**src/rtl/adder_operand_loader.sv**
```systemverilog
// adder_operand_loader
// Captures two operands from a shared pin bus. Each rising edge of the load
// strobe captures one operand. When both operands are held, they are offered
// to a downstream adder with a valid/ready handshake.
//
// Build option: define LOADER_SYNC_EN to pass 'load' through a two-flop
// synchronizer before the edge detector. Use this when 'load' comes from an
// unrelated clock or from a pin. When the macro is undefined, 'load' must
// already be synchronous to clk.
module adder_operand_loader #(
  parameter int WIDTH = 8
) (
  input  logic             clk,
  input  logic             rst,
  input  logic [WIDTH-1:0] din,
  input  logic             load,
  input  logic             clear,
  output logic [WIDTH-1:0] op_a,
  output logic [WIDTH-1:0] op_b,
  output logic             op_valid,
  input  logic             op_ready,
  output logic             overrun,
  output logic [7:0]       txn_count,
  output logic [1:0]       state
);

  typedef enum logic [1:0] {
    S_IDLE  = 2'd0,
    S_GOT_A = 2'd1,
    S_VALID = 2'd2
  } state_t;

  // Conditioned load level: synchronized or raw, depending on the build.
  logic w_load_cond;

`ifdef LOADER_SYNC_EN
  logic r_sync1;
  logic r_sync2;

  // Two-flop synchronizer for an asynchronous load strobe.
  always_ff @(posedge clk or posedge rst) begin
    if (rst) begin
      r_sync1 <= 1'b0;
      r_sync2 <= 1'b0;
    end else begin
      r_sync1 <= load;
      r_sync2 <= r_sync1;
    end
  end

  assign w_load_cond = r_sync2;
`else
  assign w_load_cond = load;
`endif

  // Edge detector.
  // r_ld samples the conditioned level, and r_ld_d remembers its previous
  // value. A held-high level therefore yields exactly one pulse.
  logic r_ld;
  logic r_ld_d;
  logic w_ld_evt;

  // Register the conditioned load level and its one-cycle-delayed copy.
  always_ff @(posedge clk or posedge rst) begin
    if (rst) begin
      r_ld   <= 1'b0;
      r_ld_d <= 1'b0;
    end else begin
      r_ld   <= w_load_cond;
      r_ld_d <= r_ld;
    end
  end

  assign w_ld_evt = r_ld & ~r_ld_d;

  // Architectural state.
  state_t           r_state;
  logic [WIDTH-1:0] r_op_a;
  logic [WIDTH-1:0] r_op_b;
  logic             r_op_valid;
  logic             r_overrun;
  logic [7:0]       r_txn_count;

  // Next-state values.
  state_t           w_state_next;
  logic [WIDTH-1:0] w_op_a_next;
  logic [WIDTH-1:0] w_op_b_next;
  logic             w_op_valid_next;
  logic             w_overrun_next;
  logic [7:0]       w_txn_count_next;

  // State and datapath register update.
  always_ff @(posedge clk or posedge rst) begin
    if (rst) begin
      r_state     <= S_IDLE;
      r_op_a      <= '0;
      r_op_b      <= '0;
      r_op_valid  <= 1'b0;
      r_overrun   <= 1'b0;
      r_txn_count <= 8'd0;
    end else begin
      r_state     <= w_state_next;
      r_op_a      <= w_op_a_next;
      r_op_b      <= w_op_b_next;
      r_op_valid  <= w_op_valid_next;
      r_overrun   <= w_overrun_next;
      r_txn_count <= w_txn_count_next;
    end
  end

  // Next-state and datapath decode.
  // clear beats everything, except that txn_count is kept.
  always_comb begin
    w_state_next     = r_state;
    w_op_a_next      = r_op_a;
    w_op_b_next      = r_op_b;
    w_op_valid_next  = r_op_valid;
    w_overrun_next   = r_overrun;
    w_txn_count_next = r_txn_count;

    if (clear) begin
      w_state_next    = S_IDLE;
      w_op_a_next     = '0;
      w_op_b_next     = '0;
      w_op_valid_next = 1'b0;
      w_overrun_next  = 1'b0;
    end else begin
      case (r_state)
        S_IDLE: begin
          if (w_ld_evt) begin
            w_op_a_next  = din;
            w_state_next = S_GOT_A;
          end
        end

        S_GOT_A: begin
          if (w_ld_evt) begin
            w_op_b_next     = din;
            w_op_valid_next = 1'b1;
            w_state_next    = S_VALID;
          end
        end

        S_VALID: begin
          if (op_ready) begin
            // Handshake completes.
            // A load edge arriving in the same cycle starts the next pair,
            // so no edge is lost.
            w_op_valid_next  = 1'b0;
            w_txn_count_next = r_txn_count + 8'd1;
            if (w_ld_evt) begin
              w_op_a_next  = din;
              w_state_next = S_GOT_A;
            end else begin
              w_state_next = S_IDLE;
            end
          end else if (w_ld_evt) begin
            // No room for a third operand.
            // Drop the edge and flag it until cleared.
            w_overrun_next = 1'b1;
          end
        end

        default: begin
          // Encoding 2'd3 is unreachable; recover to IDLE.
          w_state_next    = S_IDLE;
          w_op_valid_next = 1'b0;
        end
      endcase
    end
  end

  assign op_a      = r_op_a;
  assign op_b      = r_op_b;
  assign op_valid  = r_op_valid;
  assign overrun   = r_overrun;
  assign txn_count = r_txn_count;
  assign state     = r_state;

endmodule

```
**config.mk**
```make
export PLATFORM = sky130hd
export DESIGN_NAME = adder_operand_loader
export DESIGN_NICKNAME = d
export VERILOG_FILES = /design/src/rtl/adder_operand_loader.sv
export SDC_FILE = /design/constraint.sdc
export NUM_CORES = 1
export LEC_CHECK = 0
export BUFFER_PORTS_ARGS = -buffer_cell sky130_fd_sc_hd__buf_2
export CORE_MARGIN = 2
export CORE_UTILIZATION = 52
export DETAILED_ROUTE_END_ITERATION = 10
export PLACE_DENSITY = 0.79
export SYNTH_ARGS = -nofsm -noshare
export SYNTH_HDL_FRONTEND = slang
export SYNTH_SLANG_ARGS = --single-unit
```
**constraint.sdc**
```tcl
create_clock -name clk -period 2.8 [get_ports clk]
set_input_delay 0.56 -clock clk [delete_from_list [all_inputs] [get_ports clk]]
set_output_delay 0.56 -clock clk [all_outputs]
set_load 0.01 [all_outputs]
```
# After elaboration in Yosys (flattened, before gate mapping)
# Cells that the tools add are included.
[op_classes]
n_reduce_logical = 11
bitwise = 3
n_mux = 20
eq_ne = 7
add_sub_neg = 1
[ops]
columns = ["op", "count"]
rows = [
  ["$mux W8", 6],
  ["$pmux W8 S2", 1],
  ["$reduce_and A3 Y1", 4],
  ["$ne A3 B3 Y1 const B", 3],
  ["$add A8 B1 Y8 const B", 1],
  ["$mux W2", 4],
  ["$mux W1", 7],
  ["$pmux W2 S3", 1],
  ["$reduce_bool A2 Y1", 3],
  ["$ne A2 B2 Y1 const B", 2],
  ["$reduce_and A2 Y1", 2],
  ["$pmux W1 S3", 1],
  ["$reduce_bool A3 Y1", 1],
  ["$eq A2 B1 Y1 const B", 1],
  ["$eq A2 B2 Y1 const B", 1],
  ["$logic_not A2 Y1", 1],
  ["$not A1 Y1", 2],
  ["$and A1 B1 Y1", 1],
]
[totals]
word_cells = 50
output_inout_bits = 28
ff_bits = 30
inputBits = 13

# Logic depth before layout (Yosys ltp)
# Gate-level depths: netlist of the first run.
[logic_depth]
ltp_word = 6
mapped_depth = 4
mapped_depth_nobuf = 4

# Worst setup path after synthesis of the first run
# Ideal clock, no wire load.
[synth_path]
path_kind = "input to register"
from = "input port op_ready"
to = "register r_op_a[0], in the netlist op_a[0]"
path_buffers = 1
arrival_time_ns = 1.261
t_required_ns = 2.679
setup_time_ns = 0.121
slack_ns = 1.418
path_stages = 4
cell_sequence = "nand2b_1 and3_1 buf_2 a22o_1"
[synth_via]
elab_chain_len = 2
[synth_rtl]
columns = ["item", "line", "text"]
rows = [
  ["start, declared", "21", "input logic op_ready,"],
  ["$ne A3 B3 Y1 (no line)", "n/a", ""],
  ["$reduce_and A2 Y1 (no line)", "n/a", ""],
  ["end signal, assigned", "103", "r_op_a <= w_op_a_next;"],
  ["end, declared", "78", "logic [WIDTH-1:0] r_op_a;"],
]
# Every way passes these cells.
# A chain may end at the register's enable or synchronous reset.

# Worst setup path in the final report of the first run
[layout_path]
from = "register r_state[1], in the netlist state[1]"
to = "output port state[1]"
[layout_lines]
columns = ["item", "line", "text"]
rows = [
  ["start, declared", "77", "state_t r_state;"],
  ["start signal, assigned", "102", "r_state <= w_state_next;"],
  ["end, declared", "24", "output logic [1:0] state"],
]
# No word-level cell between the ends.

==> results.toml, run 1 <==
[run_status]
status = "completed"

[sta]
setup_ws_ns = 1.23
setup-violations-final = 0
fin_crit_sh_pct = 56.2
finalCriticalPeriod_ns = 1.57
hold_viol = 0
skew_ns = 0.00954
tightest_slew_ns = 0.435
relSlewSlack_pct = 70.9
setup_tns_ns = 0
slew_violations = 0
fmax_mhz = 635
rsz0062_at_grt = "false"

[clock_network]
cts_made_buffers = 5
clk_pin_slew_worst_paths_ns = 0.09
h-tree-depth = 2
clk_path_buf_depth = 2
clock_sinks = 30
insertion_delay_ns = 0.33
cts_setup_buffers = 0
hold_buffers = 0
cts_resized = 0
clockRootBuffer = "clkbuf_4"
cts_tree = "done"

[setup_path]
cpPeakStageDelay_ns = 0.50
crit_chain = "buf_2"
path_buf_inv = 1
critPathMaxFanout = 10
path_delay_family = "flip-flops"
critPathArrivalTime_ns = 1.01
cp_slowest_cell = "dfrtp_1"
worstSetupPathType = "reg -> out"
critPathRequiredTime_ns = 2.24
end_kind = "output port"
start_kind = "flop"

[placed_design]
port_buffers = 40
dp_hpwl_um = 1950
place_ws_ns = 0.970
place_congestion = 0.790
dp_cells = 175

[routing]
vias = 1003
drt-met1-wl_um = 1170
wl_per_cell_um = 15.2
drtPass1Iterations = 4
routed_wl_um = 2760
viasPerCell = 5.54
drtIter0Drc = 26
highest_layer = "met4"
wl_met3_um = 176
ant_nets = 0
wl_met2_um = 1360
drc_errors = 0

[floorplan]
die-area_um2 = 2770
row_count = 17
core_um2 = 2230
die_h_um = 52.7
die_w_um = 52.7
boundaryPins = 41
initial_core_util_pct = 55.1

[finish]
layout.cells.non_filler = 181
post-route-util_pct = 67.6
final_cell_mix = "buf_2 (40), dfrtp_1 (30), nand2_1 (22), a21oi_1 (11), a22o_1 (8)"
diodes = 0
layout_commonest_cell = "buf_2"
fillCellCount = 176
syn2layout_area_growth_pct = 22.7
drive_gt1_share_pct = 33.3
nets = 168

[synth]
synthCells = 110
syn_area_um2 = 1230
yosys_warnings = 0
synth_edf_count = 0
synth_nets = 124
synth_area_per_cell_um2 = 11.2
ys.flop_type = "dfrtp_1"
synth.distinct_cells = 25
ys_seq_elements = 30
ys_seq_area_share_pct = 61.0
ys_async_sr_fraction_pct = 100

[job]
cap_violations = 0

[global_routing]
grt_pass1_vias = 982
grt_pass1_wl_um = 4630
grt_max_degree = 31
track_usage_pct = 24.2
antenna_found_initial = 0
grt_overflow = 0

[worst_hold_path]
min_path_type = "in -> async"

[pwr]
p_leak_nw = 0.821
p_total_mw = 0.790
max-vdd-ir-drop_v = 0.000383
p_per_area_nw_per_um2 = 523
kinds of logic (layout without fill, tap and decap cells):
kind of cell / count (synthesis) / in the layout / share of synthesized area [%]
simple gates: 43 / 43 / 18.5
compound gates: 22 / 22 / 12.1
flops: 30 / 30 / 61.0
xor+xnor: 7 / 7 / 4.98
buf+inv: 7 / 50 / 2.44
fa+ha+maj: 1 / 1 / 1.02
power by group:
part	internal, mW	switching [mW]	leakage [nW]
Clock	0.113	0.137	0.0302
Sequential	0.448	0.0137	0.410
Combinational	0.0325	0.0453	0.381
Total	0.594	0.196	0.821
final cells by class:
| class | count | area, um^2 | share of cell area (%) |
|---|---|---|---|
| sequential | 30 | 751 | 49.7 |
| timing repair buffer | 42 | 215 | 14.3 |
| clock buffer | 6 | 51.3 | 3.40 |
| inverter | 2 | 7.51 | 0.497 |
| tap | 28 | 35.0 | 2.32 |
| multi-input combinational | 73 | 450 | 29.8 |
metrics by stage:
| step | hold slack (ns) | cell area [um^2] |
|---|---|---|
| floorplan | 0.379 | 1230 |
| global placement | 0.396 | 1460 |
| detailed placement | 0.403 | 1460 |
| CTS | 0.299 | 1510 |
| global route | 0.332 | 1510 |
| finish | 0.290 | 1510 |
worst paths after layout:
kind / cells past startpoint / start / slack [ns] / endpoint
max: 1 / state[1] / 1.23 / state[1]
min: 3 / rst / 0.29 / op_b[1]
max reg2reg: 3 / state[0] / 1.26 / txn_count[7]
min reg2reg: 0 / r_ld / 0.42 / r_ld_d
max in group asynchronous: 3 / rst / 2.23 / r_ld_d
min in group clk: 1 / load / 0.34 / r_ld
Yosys cell counts, types with 2 or more instances:
library cell | count | area share, %
a21oi_1 | 11 | 4.5
a22o_1 | 8 | 5.7
buf_2 | 3 | 1.2
clkbuf_1 | 2 | 0.61
dfrtp_1 | 30 | 61
inv_1 | 2 | 0.61
nand2_1 | 22 | 6.7
nand3_1 | 3 | 1.2
nand4bb_1 | 2 | 1.8
nor2_1 | 6 | 1.8
nor3_1 | 2 | 0.81
xnor2_1 | 3 | 2.1
xor2_1 | 4 | 2.8
layer usage:
| metal | track usage (%) | vias up |
|---|---|---|
| met5 | 0 | - |
| met4 | 10.3 | 0 |
| met2 | 39.0 | 40 |
| met1 | 29.8 | 492 |
| li1 | - | 465 |
| met3 | 7.71 | 6 |
sequential cells by signal, summed over array words and instances, names as in the netlist:
name       cells
r_ld_d         1
op_b           8
r_ld           1
overrun        1
op_valid       1
txn_count      8
op_a           8
state          2
(Power assumes the default switching activity.)
==> inputs of run 2 (changes only) <==
--- a/config.mk
+++ b/config.mk
@@ -7,9 +7,9 @@
 export LEC_CHECK = 0
 export BUFFER_PORTS_ARGS = -buffer_cell sky130_fd_sc_hd__buf_2
 export CORE_MARGIN = 2
-export CORE_UTILIZATION = 52
+export CORE_UTILIZATION = 44
 export DETAILED_ROUTE_END_ITERATION = 10
-export PLACE_DENSITY = 0.79
+export PLACE_DENSITY = 0.71
 export SYNTH_ARGS = -nofsm -noshare
 export SYNTH_HDL_FRONTEND = slang
 export SYNTH_SLANG_ARGS = --single-unit
==> constraint.sdc (replaced) <==
create_clock -name clk -period 1.3 [get_ports clk]
set_input_delay 0.26 -clock clk [delete_from_list [all_inputs] [get_ports clk]]
set_output_delay 0.26 -clock clk [all_outputs]
set_load 0.01 [all_outputs]
==> run 2 against run 1 <==
The flow now finishes with violations (negative setup slack). First-iteration DRC count is 35% lower. Power rose by 120%. Largest cell class unchanged. Highest routed layer unchanged. Worst hold slack worse by 0.29 ns.
==> results.toml, run 2 (synthesis results as in run 1) <==
[run_status]
status = "complete, but fails checks"
violations = "negative setup slack"

[clock_network]
insertion_delay_ns = 0.32
clock_sinks = 30
cts_tree = "done"
hold_buffers = 0
cts_made_buffers = 5
clockRootBuffer = "clkbuf_4"
clk_pin_slew_worst_paths_ns = 0.08
clk_path_buf_depth = 2
h-tree-depth = 2

[placed_design]
dp_hpwl_um = 1840
place_congestion = 0.793
dpl_cell_area_um2 = 1520
port_buffers = 40

[global_routing]
grt_pass1_vias = 948
antenna_found_initial = 0
grt_max_degree = 31
grt_overflow = 0
track_usage_pct = 17.6
grt_pass1_wl_um = 4260

[sta]
relSlewSlack_pct = 75.5
skew_ns = 0.00273
slew_violations = 0
setup-violations-final = 1
fin_crit_sh_pct = 101
hold_viol = 0
tightest_slew_ns = 0.367
setup_ws_ns = -0.0154
fmax_mhz = 760
hold_slack_ns = 0.00258
rsz0062_at_grt = "true"
setup_tns_ns = -0.0154
finalCriticalPeriod_ns = 1.32

[pwr]
p_per_area_nw_per_um2 = 985
max-vdd-ir-drop_v = 0.000728
p_total_mw = 1.70
p_leak_nw = 0.893

[floorplan]
boundaryPins = 41
core_um2 = 2710
die_w_um = 56.9
die_h_um = 56.9
die-area_um2 = 3240
row_count = 19
initial_core_util_pct = 45.4

[finish]
diodes = 0
post-route-cell-area_um2 = 1730
syn2layout_area_growth_pct = 40.2
final_cell_mix = "buf_2 (38), dfrtp_1 (29), nand2_1 (17), a21oi_2 (9), buf_4 (9)"
nets = 179
layout_commonest_cell = "buf_2"
drive_gt1_share_pct = 48.5

[routing]
ant_nets = 0
wl_per_cell_um = 14.2
viasPerCell = 5.21
routed_wl_um = 2790
drc_errors = 0
drtPass1Iterations = 4
drtIter0Drc = 17
vias = 1021

[setup_path]
start_kind = "flop"
critPathArrivalTime_ns = 1.06
critPathMaxFanout = 6
end_kind = "output port"
critPathRequiredTime_ns = 1.04
worstSetupPathType = "reg -> out"

[job]
cap_violations = 0

[worst_hold_path]
min_path_type = "in -> async"
run 2: cell count changes in the layout (fill, tap and decap cells not counted), sizes merged:
cell / change
clkbuf: +1
buf: +11
run 2: critical path, cell delays in order (launching register included):
cell     delay (ns)
dfrtp_2        0.48
buf_6          0.15
buf_6          0.11
run 2: timing repair:
item | in CTS | in global routing
resized for setup | 6 | 25
pin swaps | 0 | 8
setup buffers | 0 | 3
cloned | 0 | 1
setup endpoints to repair | 10 | 20
run 2: path summary, 6_finish.rpt:
check,from,endpoint,slack [ns],cells past startpoint
worst max register to register,state[1],op_b[5],0.01,4
min in group clk,load,r_ld,0.04,1
worst max-delay path,state[1],state[1],-0.02,2
max in group asynchronous,rst,state[1],1.01,3
worst min-delay path,rst,txn_count[6],0.003,3
worst min register to register,r_ld,r_ld_d,0.44,0
run 2: area by class of cell:
class / count / area [um^2]
fill: 227 / 983
sequential: 30 / 752
multi-input combinational: 73 / 549
timing repair buffer: 53 / 334
clock buffer: 7 / 45.0
tap: 31 / 38.8
inverter: 2 / 7.51
run 2: routing by layer:
layer	vias to the layer above	global-route usage, %	wire length [um]
met5	-	0	0
li1	491	-	-
met1	498	23.3	1290
met2	30	26.3	1320
met4	0	5.98	19
met3	2	7.14	160
run 2: per-stage QoR:
step / instances / util, % / setup slack, ns
2_1_floorplan: 110 / - / 0.00131
3_3_place_gp: 185 / 55.9 / 0.0186
3_5_place_dp: 185 / 55.9 / -0.0656
4_1_cts: 192 / 58.6 / -0.00264
5_1_grt: 196 / 63.7 / -0.0860
6_report: 196 / 63.7 / -0.0154
run 2: where the power goes:
part	total [mW]	internal, mW	switching, mW
Combinational	0.214	0.102	0.113
Clock	0.491	0.203	0.287
Sequential	0.995	0.966	0.0291
==> inputs of run 3 (changes only) <==
--- a/config.mk
+++ b/config.mk
@@ -9,7 +9,9 @@
 export CORE_MARGIN = 2
 export CORE_UTILIZATION = 44
 export DETAILED_ROUTE_END_ITERATION = 10
+export GPL_TIMING_DRIVEN = 0
 export PLACE_DENSITY = 0.71
+export RECOVER_POWER = 25
 export SYNTH_ARGS = -nofsm -noshare
 export SYNTH_HDL_FRONTEND = slang
 export SYNTH_SLANG_ARGS = --single-unit
==> run 3 against run 2 <==
Fmax increased by 1.5%. Die area unchanged. The flow now finishes without violations. Count of clock-buffer cells in the layout shrank 2. Highest routed layer unchanged. Final area is 4.1% lower. Critical endpoint unchanged. Critical path depth is the same. First-iteration DRC count increased by 65%.
==> results.toml, run 3 (synthesis results as in run 1) <==
[finish]
layout.cells.non_filler = 192
nets = 174
post-route-util_pct = 61.1
fillCellCount = 246
syn2layout_area_growth_pct = 34.6
layout_commonest_cell = "buf_2"
post-route-cell-area_um2 = 1660
diodes = 0
drive_gt1_share_pct = 41.6
final_cell_mix = "buf_2 (40), dfrtp_1 (28), nand2_1 (22), a21oi_1 (9), a22o_1 (8)"

[floorplan]
die_h_um = 56.9
initial_core_util_pct = 45.4
row_count = 19
boundaryPins = 41
die-area_um2 = 3240
core_um2 = 2710
die_w_um = 56.9

[sta]
relSlewSlack_pct = 26.6
fmax_mhz = 772
setup_ws_ns = 0.00433
setup-violations-final = 0
slew_violations = 0
finalCriticalPeriod_ns = 1.30
skew_ns = 0.00654
tightest_slew_ns = 1.10
fin_crit_sh_pct = 99.7
hold_slack_ns = 0.0329
hold_viol = 0
setup_tns_ns = 0
rsz0062_at_grt = "true"

[global_routing]
antenna_found_initial = 0
grtUsageMet2_pct = 27.6
grt_use_met1_pct = 23.7
grtUsageMet3_pct = 7.37
grt_max_degree = 31
busiest_layer = "met2"
grt_pass1_wl_um = 4490
track_usage_pct = 18.4
grt_pass1_vias = 962
grt_overflow = 0

[placed_design]
dp_hpwl_um = 1910
dpl_cell_area_um2 = 1470
place_ws_ns = -0.0660
place_congestion = 0.780
dp_cells = 181
port_buffers = 40

[job]
cap_violations = 0

[setup_path]
critPathRequiredTime_ns = 1.04
cp_slowest_cell = "dfrtp_2"
critPathMaxFanout = 7
critPathArrivalTime_ns = 1.04
crit_chain = "buf_6 > buf_6"
end_kind = "output port"
start_kind = "flop"
worstSetupPathType = "reg -> out"
cpMostUsedCell = "buf_6"
cpPeakStageDelay_ns = 0.46

[pwr]
p_leak_nw = 0.887
p_per_area_nw_per_um2 = 1150
max-vdd-ir-drop_v = 0.00114
p_total_mw = 1.91

[clock_network]
clk_path_buf_depth = 2
insertion_delay_ns = 0.33
clock_sinks = 30
cts_tree = "done"
clockRootBuffer = "clkbuf_4"
h-tree-depth = 2
hold_buffers = 0
clk_pin_slew_worst_paths_ns = 0.09
cts_made_buffers = 5

[routing]
routed_wl_um = 2800
wl_per_cell_um = 14.6
drtIter0Drc = 28
viasPerCell = 5.26
drtPass1Iterations = 4
drc_errors = 0
ant_nets = 0
vias = 1009

[run_status]
status = "completed"

[worst_hold_path]
min_path_type = "in -> reg"
## run 3: critical path: cells and delay by family, from the launching register on
family,cells,cell delay (ns)
buffers and inverters,2,0.25
flip-flops,1,0.46
## run 3: path summary, 6_finish.rpt
kind	from	endpoint	slack [ns]	depth (start not counted)
hold / removal	load	r_ld	0.03	1
setup reg to reg	state[1]	op_a[2]	0.02	4
hold reg to reg	r_ld	r_ld_d	0.47	0
min in group asynchronous	rst	op_b[7]	0.19	2
setup / recovery	state[1]	state[1]	0.004	2
max in group asynchronous	rst	state[1]	0.37	2
## run 3: area by class of cell
cell class                 count  area, um^2  area share, %
timing repair buffer          44         240           14.5
sequential                    30         753           45.5
clock inverter                 3        40.0           2.42
tap                           31        38.8           2.34
inverter                       2        7.51          0.453
clock buffer                   5        37.5           2.27
multi-input combinational     73         512           30.9
buffer                         4        27.5           1.66
## run 3: power breakdown
group          switching, mW  total (mW)  internal, mW
Clock                  0.324       0.722         0.398
Combinational          0.103       0.186        0.0834
Sequential            0.0310       0.998         0.966
## run 3: what timing repair did
action                                  CTS  global route
endpoints found under the setup margin   20            23
resized for setup                         6            12
cloned                                    0             0
pin swaps                                 0             3
buffers inserted                          1             3
## run 3: metal layers
layer	up-vias	part of all wire [%]
li1	482	-
met1	489	45
met2	32	47
met3	6	5.9
met4	0	1.4
met5	-	0
